File: config.mk
export PLATFORM = sky130hd
export DESIGN_NAME = cpu_controller
export DESIGN_NICKNAME = d
export VERILOG_FILES = /design/src/rtl/cpu_controller.sv
export SDC_FILE = /design/constraint.sdc
export NUM_CORES = 1
export LEC_CHECK = 0
export CAP_MARGIN = 5
export CELL_PAD_IN_SITES_DETAIL_PLACEMENT = 0
export CELL_PAD_IN_SITES_GLOBAL_PLACEMENT = 1
export CORE_MARGIN = 2
export CORE_UTILIZATION = 24
export DETAILED_ROUTE_END_ITERATION = 7
export GPL_TIMING_DRIVEN = 0
export PLACE_DENSITY = 0.75
export RECOVER_POWER = 25
export SLEW_MARGIN = 20
export SYNTH_ARGS = -nofsm -noshare
export SYNTH_HDL_FRONTEND = slang
export SYNTH_SLANG_ARGS = --single-unit
File: constraint.sdc
create_clock -name clk -period 1.27 [get_ports clk]
set_input_delay 0.254 -clock clk [delete_from_list [all_inputs] [get_ports clk]]
set_output_delay 0.254 -clock clk [all_outputs]
set_load 0.02 [all_outputs]
File: src/rtl/cpu_controller.sv
// Moore sequencer for the simple RISC datapath: one instruction per start request,
// all outputs decoded from the registered state and the latched instruction class.
module cpu_controller #(
    parameter logic [1:0] WB_C    = 2'b00,
    parameter logic [1:0] WB_IMM8 = 2'b10
) (
    input  logic       clk,
    input  logic       rst_n,
    input  logic       start,
    input  logic [2:0] opcode,
    input  logic [1:0] ALU_op,
    output logic       waiting,
    output logic [1:0] reg_sel,
    output logic [1:0] wb_sel,
    output logic       w_en,
    output logic       en_A,
    output logic       en_B,
    output logic       en_C,
    output logic       en_status,
    output logic       sel_A,
    output logic       sel_B
);

    localparam logic [1:0] SEL_RM = 2'b00;
    localparam logic [1:0] SEL_RD = 2'b01;
    localparam logic [1:0] SEL_RN = 2'b10;

    typedef enum logic [2:0] {
        S_WAIT,
        S_DECODE,
        S_GET_A,
        S_GET_B,
        S_CALC,
        S_WRITE_REG,
        S_WRITE_IMM
    } state_t;

    typedef enum logic [2:0] {
        CL_NONE,
        CL_MOVI,
        CL_MOV,
        CL_MVN,
        CL_ADD,
        CL_CMP,
        CL_AND
    } class_t;

    state_t state, state_nx;
    class_t cls, dec_cls;

    always_comb begin
        dec_cls = CL_NONE;
        unique case ({opcode, ALU_op})
            5'b110_10: dec_cls = CL_MOVI;
            5'b110_00: dec_cls = CL_MOV;
            5'b101_11: dec_cls = CL_MVN;
            5'b101_00: dec_cls = CL_ADD;
            5'b101_01: dec_cls = CL_CMP;
            5'b101_10: dec_cls = CL_AND;
            default:   dec_cls = CL_NONE;
        endcase
    end

    always_ff @(posedge clk or negedge rst_n) begin
        if (!rst_n) begin
            state <= S_WAIT;
            cls   <= CL_NONE;
        end else begin
            state <= state_nx;
            // Class is captured once so later states never see a changing ir.
            if (state == S_DECODE)
                cls <= dec_cls;
        end
    end

    always_comb begin
        state_nx = state;
        unique case (state)
            S_WAIT:      state_nx = start ? S_DECODE : S_WAIT;
            S_DECODE: begin
                unique case (dec_cls)
                    CL_MOVI:               state_nx = S_WRITE_IMM;
                    CL_MOV, CL_MVN:        state_nx = S_GET_B;
                    CL_ADD, CL_CMP, CL_AND: state_nx = S_GET_A;
                    default:               state_nx = S_WAIT;
                endcase
            end
            S_GET_A:     state_nx = S_GET_B;
            S_GET_B:     state_nx = S_CALC;
            S_CALC:      state_nx = (cls == CL_CMP) ? S_WAIT : S_WRITE_REG;
            S_WRITE_REG: state_nx = S_WAIT;
            S_WRITE_IMM: state_nx = S_WAIT;
            default:     state_nx = S_WAIT;
        endcase
    end

    always_comb begin
        waiting   = 1'b0;
        reg_sel   = SEL_RM;
        wb_sel    = WB_C;
        w_en      = 1'b0;
        en_A      = 1'b0;
        en_B      = 1'b0;
        en_C      = 1'b0;
        en_status = 1'b0;
        sel_A     = 1'b0;
        sel_B     = 1'b0;
        unique case (state)
            S_WAIT:   waiting = 1'b1;
            S_DECODE: ;
            S_GET_A: begin
                reg_sel = SEL_RN;
                en_A    = 1'b1;
            end
            S_GET_B: begin
                reg_sel = SEL_RM;
                en_B    = 1'b1;
            end
            S_CALC: begin
                if (cls == CL_CMP)
                    en_status = 1'b1;
                else
                    en_C = 1'b1;
                sel_A = (cls == CL_MOV) || (cls == CL_MVN);
            end
            S_WRITE_REG: begin
                reg_sel = SEL_RD;
                wb_sel  = WB_C;
                w_en    = 1'b1;
            end
            S_WRITE_IMM: begin
                reg_sel = SEL_RN;
                wb_sel  = WB_IMM8;
                w_en    = 1'b1;
            end
            default: ;
        endcase
    end

endmodule
==> flow_summary.json <==
{
  "synth-seq-area-share_pct": 34.68,
  "ff2ff_path_depth": 4,
  "cts.sinks": 6,
  "slew_viol_final": 0,
  "cts_hold_buf": 0,
  "ctsRootBufferMaster": "clkbuf_4",
  "cts_tree": "done",
  "cpPeakStageDelay_ns": 0.43,
  "worst-path-stages": 4,
  "synth_area_leader_cell": "dfrtp_1",
  "drc": 0,
  "layout.cells.non_filler": 106,
  "globalRouteOverflowTotal": 0,
  "port-buffer-count": 17,
  "period_minus_slack_ns": 1.666,
  "cp-start-kind": "flop",
  "synth_edf_count": 0,
  "r2r_start": "state[2]",
  "tns_ns": -2.525,
  "grt_pass1_wl_um": 1607,
  "dp_hpwl_um": 741.3,
  "min_path_type": "in2async",
  "crit_chain": "or3b_4, nand2b_4, inv_4, buf_6",
  "nets": 90,
  "worst_slack_ns": -0.3960,
  "via_count": 478,
  "dpl_worst_slack_ns": -0.6929,
  "power.density_nw_per_um2": 2118,
  "die_y_um": 46.47,
  "async_flop_share_pct": 100.0,
  "vias_per_cell": 4.509,
  "clock_latency_ns": 0.25,
  "slowest_stage": "dfrtp_2",
  "max-cap-violations": 0,
  "crit_buf_inv": 2,
  "synth_top_area_share_pct": 34.68,
  "fin_hold_ws_ns": 0.3114,
  "vdd_drop_max_mv": 1.121,
  "cts_buffer_depth": 2,
  "ys_warn_count": 0,
  "yosysMostFrequentCell": "dfrtp_1",
  "critical_path.startpoint": "state[1]",
  "dp.cells": 93,
  "antenna_left": 0,
  "fp.dieW_um": 46.47,
  "rsz0062_at_grt": "true",
  "ys_top_cells_by_count": "dfrtp_1 (6), nand2_1 (5), nor2_1 (4), o21ai_1 (4)",
  "cts_buffers": 3,
  "synth_area_leaders": "dfrtp_1 (35%), nand2b_4 (6.4%), o21ai_1 (4.6%)",
  "cp_max_fo": 4,
  "synthCells": 50,
  "grt.total_usage_pct": 11.22,
  "cts_max_level": 1,
  "ys_ff_latch": 6,
  "antenna_cells": 0,
  "crit_family": "simple AND/OR/NAND/NOR gates",
  "synth_flop_cell": "dfrtp_1",
  "clock_skew_ns": 0.006459,
  "core_um2": 1708,
  "worstPathArrival_ns": 1.41,
  "hold_violations": 0,
  "gp_congestion": 0.6864,
  "drtPass1Iterations": 4,
  "status": "finished with violations",
  "final_util_pct": 50.70,
  "start_util_pct": 25.35,
  "rows": 15,
  "die-area_um2": 2159,
  "io_pins": 20,
  "setup_viol": 14,
  "synthToLayoutAreaGrowth_pct": 100.0,
  "syn_area_um2": 432.9,
  "path_class": "reg2out",
  "end_kind": "primary output",
  "violations": "negative setup slack",
  "cp.required_ns": 1.02,
  "drive_gt1_share_pct": 64.20,
  "grt_max_degree": 10,
  "grt_pass1_vias": 396,
  "p_leak_nw": 0.3746,
  "syn_avg_cell_area_um2": 8.658,
  "antenna_found_initial": 0,
  "drt-total-wl_um": 1179,
  "drt_iter0_markers": 17,
  "synth.distinct_cells": 28,
  "max_freq_ghz": 0.6002,
  "path_clk_slew_ns": 0.05,
  "fin_crit_sh_pct": 131.2,
  "avgRoutedWirePerCell_um": 11.12
}
-- repair_timing --
action,4_1_cts,5_1_grt
resized for setup,58,32
setup buffers,6,5
pin swaps,7,6
endpoints found under the setup margin,12,16
-- final cells by class --
cell class	count	area [um2]
Buffer	2	15.01
Clock buffer	4	26.28
Fill cell	157	842.1
Inverter	3	18.77
Multi-Input combinational cell	39	337.8
Sequential cell	6	152.6
Tap cell	25	31.28
Timing Repair Buffer	27	284.0
-- worst paths after layout --
path,endpoint,slack [ns]
worst max-delay path,en_C,-0.40
worst min-delay path,state[2],0.31
worst max register to register,state[0],-0.07
worst min register to register,cls[0],0.48
max in group asynchronous,state[0],0.73
min in group clk,cls[0],0.48
-- power breakdown --
group          internal (mW)  switching (mW)
logic                  0.699           0.595
clock network          0.119          0.0699
registers              0.278          0.0735
total                   1.10           0.739
-- state kept, by name, indices dropped and copies added (netlist names) --
name / count
cls: 3
state: 3
-- placed cells by master (no fill, tap or decap), types with 2 or more instances in the layout --
cell and n:
conb_1 2, dfrtp_1 4, a21oi_1 2, buf_6 17
buf_4 5, o21ai_2 2, clkdlybuf4s50_1 6, clkbuf_4 3
o21ai_1 2, dfrtp_2 2, nand2_1 3, or3b_4 3
nor2_4 2, nand2b_4 3, a31oi_1 2, nand2_2 2
-- worst reg2reg max path: stages, from the launching register on --
cell and delay, ns:
dfrtp_1 0.38, buf_6 0.15, nand2b_4 0.16, or3b_4 0.42
o211ai_2 0.14
-- logic make-up (layout without fill, tap and decap cells) --
family                 Yosys count  count (layout)  synth area share (%)
other                            1               2                0.8662
AO/OA/AOI/OAI                   13              13                 19.36
AND/OR/NAND/NOR                 24              24                 36.42
flip-flops                       6               6                 34.68
buffers and inverters            6              36                 8.669
-- through the flow --
stage          total power, mW  instance area, um2
4_1_cts                  1.544               768.2
3_5_place_dp             1.137               659.4
6_report                 1.834               865.8
5_1_grt                  1.939               865.8
2_1_floorplan           0.8680               457.9
3_3_place_gp             1.132               659.4
-- routing by layer --
layer	vias to the layer above	share of wire, %	global-route usage, %
met2	20	49	15.28
met1	222	44	15.13
met3	2	4.8	0
met4	0	1.6	12.00
li1	234	-	-
met5	-	0	0
(Power assumes the default switching activity.)
==> RTL change 1: new RTL, same flow settings <==
Register the output `en_status`, cleared by the reset; this adds one clock of latency there. The other outputs are not delayed to match.
--- a/src/rtl/cpu_controller.sv
+++ b/src/rtl/cpu_controller.sv
@@ -46,2 +46,4 @@
     } class_t;
+
+    logic en_status_d;
 
@@ -104,3 +106,3 @@
         en_C      = 1'b0;
-        en_status = 1'b0;
+        en_status_d = 1'b0;
         sel_A     = 1'b0;
@@ -120,3 +122,3 @@
                 if (cls == CL_CMP)
-                    en_status = 1'b1;
+                    en_status_d = 1'b1;
                 else
@@ -139,2 +141,10 @@
 
+    always_ff @(posedge clk or negedge rst_n) begin
+        if (!rst_n) begin
+            en_status <= '0;
+        end else begin
+            en_status <= en_status_d;
+        end
+    end
+
 endmodule
Function: changed (a bounded check fails within 10 cycles, from zero or initial values and one cycle with rst_n low).
==> RTL change 1 against the unedited design <==
  * The run still ends with negative setup slack left
  * Worst setup slack got worse by 0.017 ns
  * Sequential share of layout area grew 2.8 points
  * Die area is 6.1% higher
  * Clock skew down 0.0031 ns
  * Total power down 6.5%
  * First-iteration DRC count fell by 65%
  * Wire length is 9.5% higher
  * Sequential cell count is 1 higher
  * Combinational power fell by 12%
  * Maximum frequency down 1.0%
  * Design area increased by 0.43%
  * Area after synthesis grew 6.6%
  * Largest cell class is now buffers
  * Highest routed layer unchanged
==> RTL change 1: results (changes against the unedited design) <==
buffers: 32  # +10%
clockPowerShare_pct: 11.6  # +1.3 points
nonClkBufAreaFrac_pct: 36.98  # +2.4 points
setup_viol: 14  # unchanged
startpoint: "state[2]"
critical_path.slowest_cell: "or3b_4"
synth_commonest_cells: "dfrtp_1, nand2_1, nand3b_1, nor2_1"
multi_input_area_share_pct: 34.10  # -4.9 points
dr.pass1.iters: 2  # -2
intPower_uw: 1072  # -2.2%
pre_cts_ws_ns: -0.6852  # +0.007725 ns
arrival_ns: 1.43  # +0.02 ns
synthMuxAreaShare_pct: 3.252  # +3.3 points
skew_ns: 0.003392  # -0.003067 ns
wirelength_um: 1291  # +9.5%
peakVddDrop_mv: 0.7917  # -29%
netlist_top_cells_area: "dfrtp_1, nand3b_1, nand2_1, buf_4, mux2_4"
cpPeakStageDelay_ns: 0.40  # -0.03 ns
nets: 92  # +2.2%
gp_congestion: 0.6812  # -0.76%
grt_util_all_layers_pct: 12.09  # +0.87 points
fillers: 169  # +7.6%
cts_sinks: 7  # +1
synth_compound_area_share_pct: 14.09  # -5.3 points
drive_gt1_share_pct: 53.01  # -11 points
fin_ws_ns: -0.4132  # -0.01717 ns
status: "finished, violations left"
regArea_um2: 177.7  # +16%
violations: "negative setup slack"
tns_ns: -3.041  # -0.5157 ns
cp.depth: 5  # +1
ys_types: 29  # +3.6%
[RTL change 1: cell count changes in the layout (fill, tap and decap cells not counted), moves of 2 or more]
cell             before  now
nand3b_1              1    3
clkdlybuf4s50_1       6    2
o211ai_1              0    2
a31oi_1               2    0
dlygate4sd2_1         0    5
o21ai_2               2    0
nor2b_1               0    2
[RTL change 1: stage by stage]
stage               instances  utilization, %
floorplan                  50               -
global placement           92           38.79
detailed placement         92           38.79
CTS                       107           47.80
global route              108           49.29
finish                    108           49.29
[RTL change 1: layer usage]
layer / share of wire (%) / up-vias / GRT usage [%]
met5: 0 / - / 0
met4: 2.4 / 0 / 6.486
met3: 5.9 / 4 / 6.792
met2: 52 / 17 / 18.93
met1: 40 / 234 / 12.90
li1: - / 232 / -
[RTL change 1: repair_timing]
action,4_1_cts,5_1_grt
resized for setup,74,6
pin swaps,5,2
setup endpoints to repair,13,14
buffers inserted,11,2
hold endpoints to repair,0,0
==> RTL change 2: new RTL, same flow settings <==
Without the edit above. The 7 states of `state_t` get a Gray code encoding in 3 bits.
--- a/src/rtl/cpu_controller.sv
+++ b/src/rtl/cpu_controller.sv
@@ -28,9 +28,9 @@
     typedef enum logic [2:0] {
-        S_WAIT,
-        S_DECODE,
-        S_GET_A,
-        S_GET_B,
-        S_CALC,
-        S_WRITE_REG,
-        S_WRITE_IMM
+        S_WAIT      = 3'b000,
+        S_DECODE    = 3'b001,
+        S_GET_A     = 3'b011,
+        S_GET_B     = 3'b010,
+        S_CALC      = 3'b110,
+        S_WRITE_REG = 3'b111,
+        S_WRITE_IMM = 3'b101
     } state_t;
Check against the original RTL: same outputs for any inputs over 10 cycles, from zero or initial values and one cycle with rst_n low; not proved beyond that.
==> RTL change 2 against the unedited design <==
  * The flow still finishes with violations (negative setup slack)
  * Count of clock-buffer cells in the layout down 1
  * Total power is 24% lower
  * Worst setup slack improved by 0.16 ns
  * Area after synthesis is 0.58% lower
  * Design area fell by 13%
  * Wire length decreased by 7.0%
  * Global-route usage fell by 1.1 points
  * Sequential cell count stayed put
  * Maximum frequency grew 11%
  * Cell count is 0.94% lower
  * Non-clock buffer count fell by 1
  * Worst hold slack gained 0.021 ns
  * Via count decreased by 4.4%
  * Largest power group unchanged
==> RTL change 2: results (changes against the unedited design) <==
status: "finished, violations left"
violations: "negative setup slack"
dr.pass1.iters: 3  # -1
tns_ns: -1.477  # +1.049 ns
vias_per_cell: 4.352  # -3.5%
syn_inst: 52  # +4.0%
ys_types: 26  # -7.1%
skew_ns: 0.001668  # -0.004791 ns
fin_ws_ns: -0.2338  # +0.1622 ns
place_inst: 95  # +2.2%
netlist_top_cells_area: "dfrtp_1, and3b_1, o21ai_1, nand2_1, buf_4"
met1_usage_pct: 12.14  # -3.0 points
cpPeakStageDelay_ns: 0.41  # -0.02 ns
pre_cts_ws_ns: -0.5090  # +0.1839 ns
first_global_vias: 400  # +1.0%
postPlaceCellArea_um2: 645.6  # -2.1%
grt_util_all_layers_pct: 10.12  # -1.1 points
setup_viol: 13  # -1
grt_max_degree: 11  # +1
gp_congestion: 0.7094  # +3.4%
drt-wirelength-per-cell_um: 10.45  # -6.1%
synth_xor_area_share_pct: 2.035  # +2.0 points
use_met3_pct: 1.176  # +1.2 points
ys_seq_area_share_pct: 34.88  # +0.20 points
grt_pass1_wl_um: 1566  # -2.6%
drt_first_iter_violations: 3  # -14
[RTL change 2: what timing repair did]
| item | 4_1_cts | 5_1_grt |
|---|---|---|
| resized for setup | 59 | 8 |
| cloned | 0 | 0 |
| pin swaps | 3 | 4 |
| endpoints found under the setup margin | 11 | 15 |
| setup buffers | 4 | 4 |
| hold buffers | 0 | 0 |
[RTL change 2: layer usage]
layer / wire (µm) / part of all wire (%)
met1: 455 / 41
met2: 562 / 51
met3: 69 / 6.3
met4: 10 / 0.91
met5: 0 / 0
[RTL change 2: cell type report]
cell class / count / area [µm²]
multi-input cells: 43 / 301.5
repair buffers: 25 / 222.7
clock buffers: 3 / 22.52
flip-flops and latches: 6 / 152.6
plain buffers: 3 / 26.28
fillers: 181 / 950.9
well taps: 25 / 31.28
[RTL change 2: final timing paths]
| path | start | to | slack [ns] | depth (start not counted) |
|---|---|---|---|---|
| max | state[0] | sel_A | -0.23 | 3 |
| min | rst_n | state[2] | 0.33 | 1 |
| max reg2reg | state[2] | cls[0] | -0.02 | 5 |
| min reg2reg | cls[0] | cls[0] | 0.53 | 2 |
| max in group asynchronous | rst_n | state[0] | 0.69 | 1 |
| min in group clk | cls[0] | cls[0] | 0.53 | 2 |
[RTL change 2: cells by family after synthesis]
family                    Yosys count
and+or+nand+nor                    28
DFF                                 6
buffers and inverters               4
other                               1
AOI/OAI and AO/OA                  12
xor gates and xnor gates            1
[RTL change 2: report_power, final]
group	switching, µW	internal [µW]	leakage, µW
logic	376	462	0.000254
clock network	66.7	107	0.0000138
registers	102	283	0.0000766
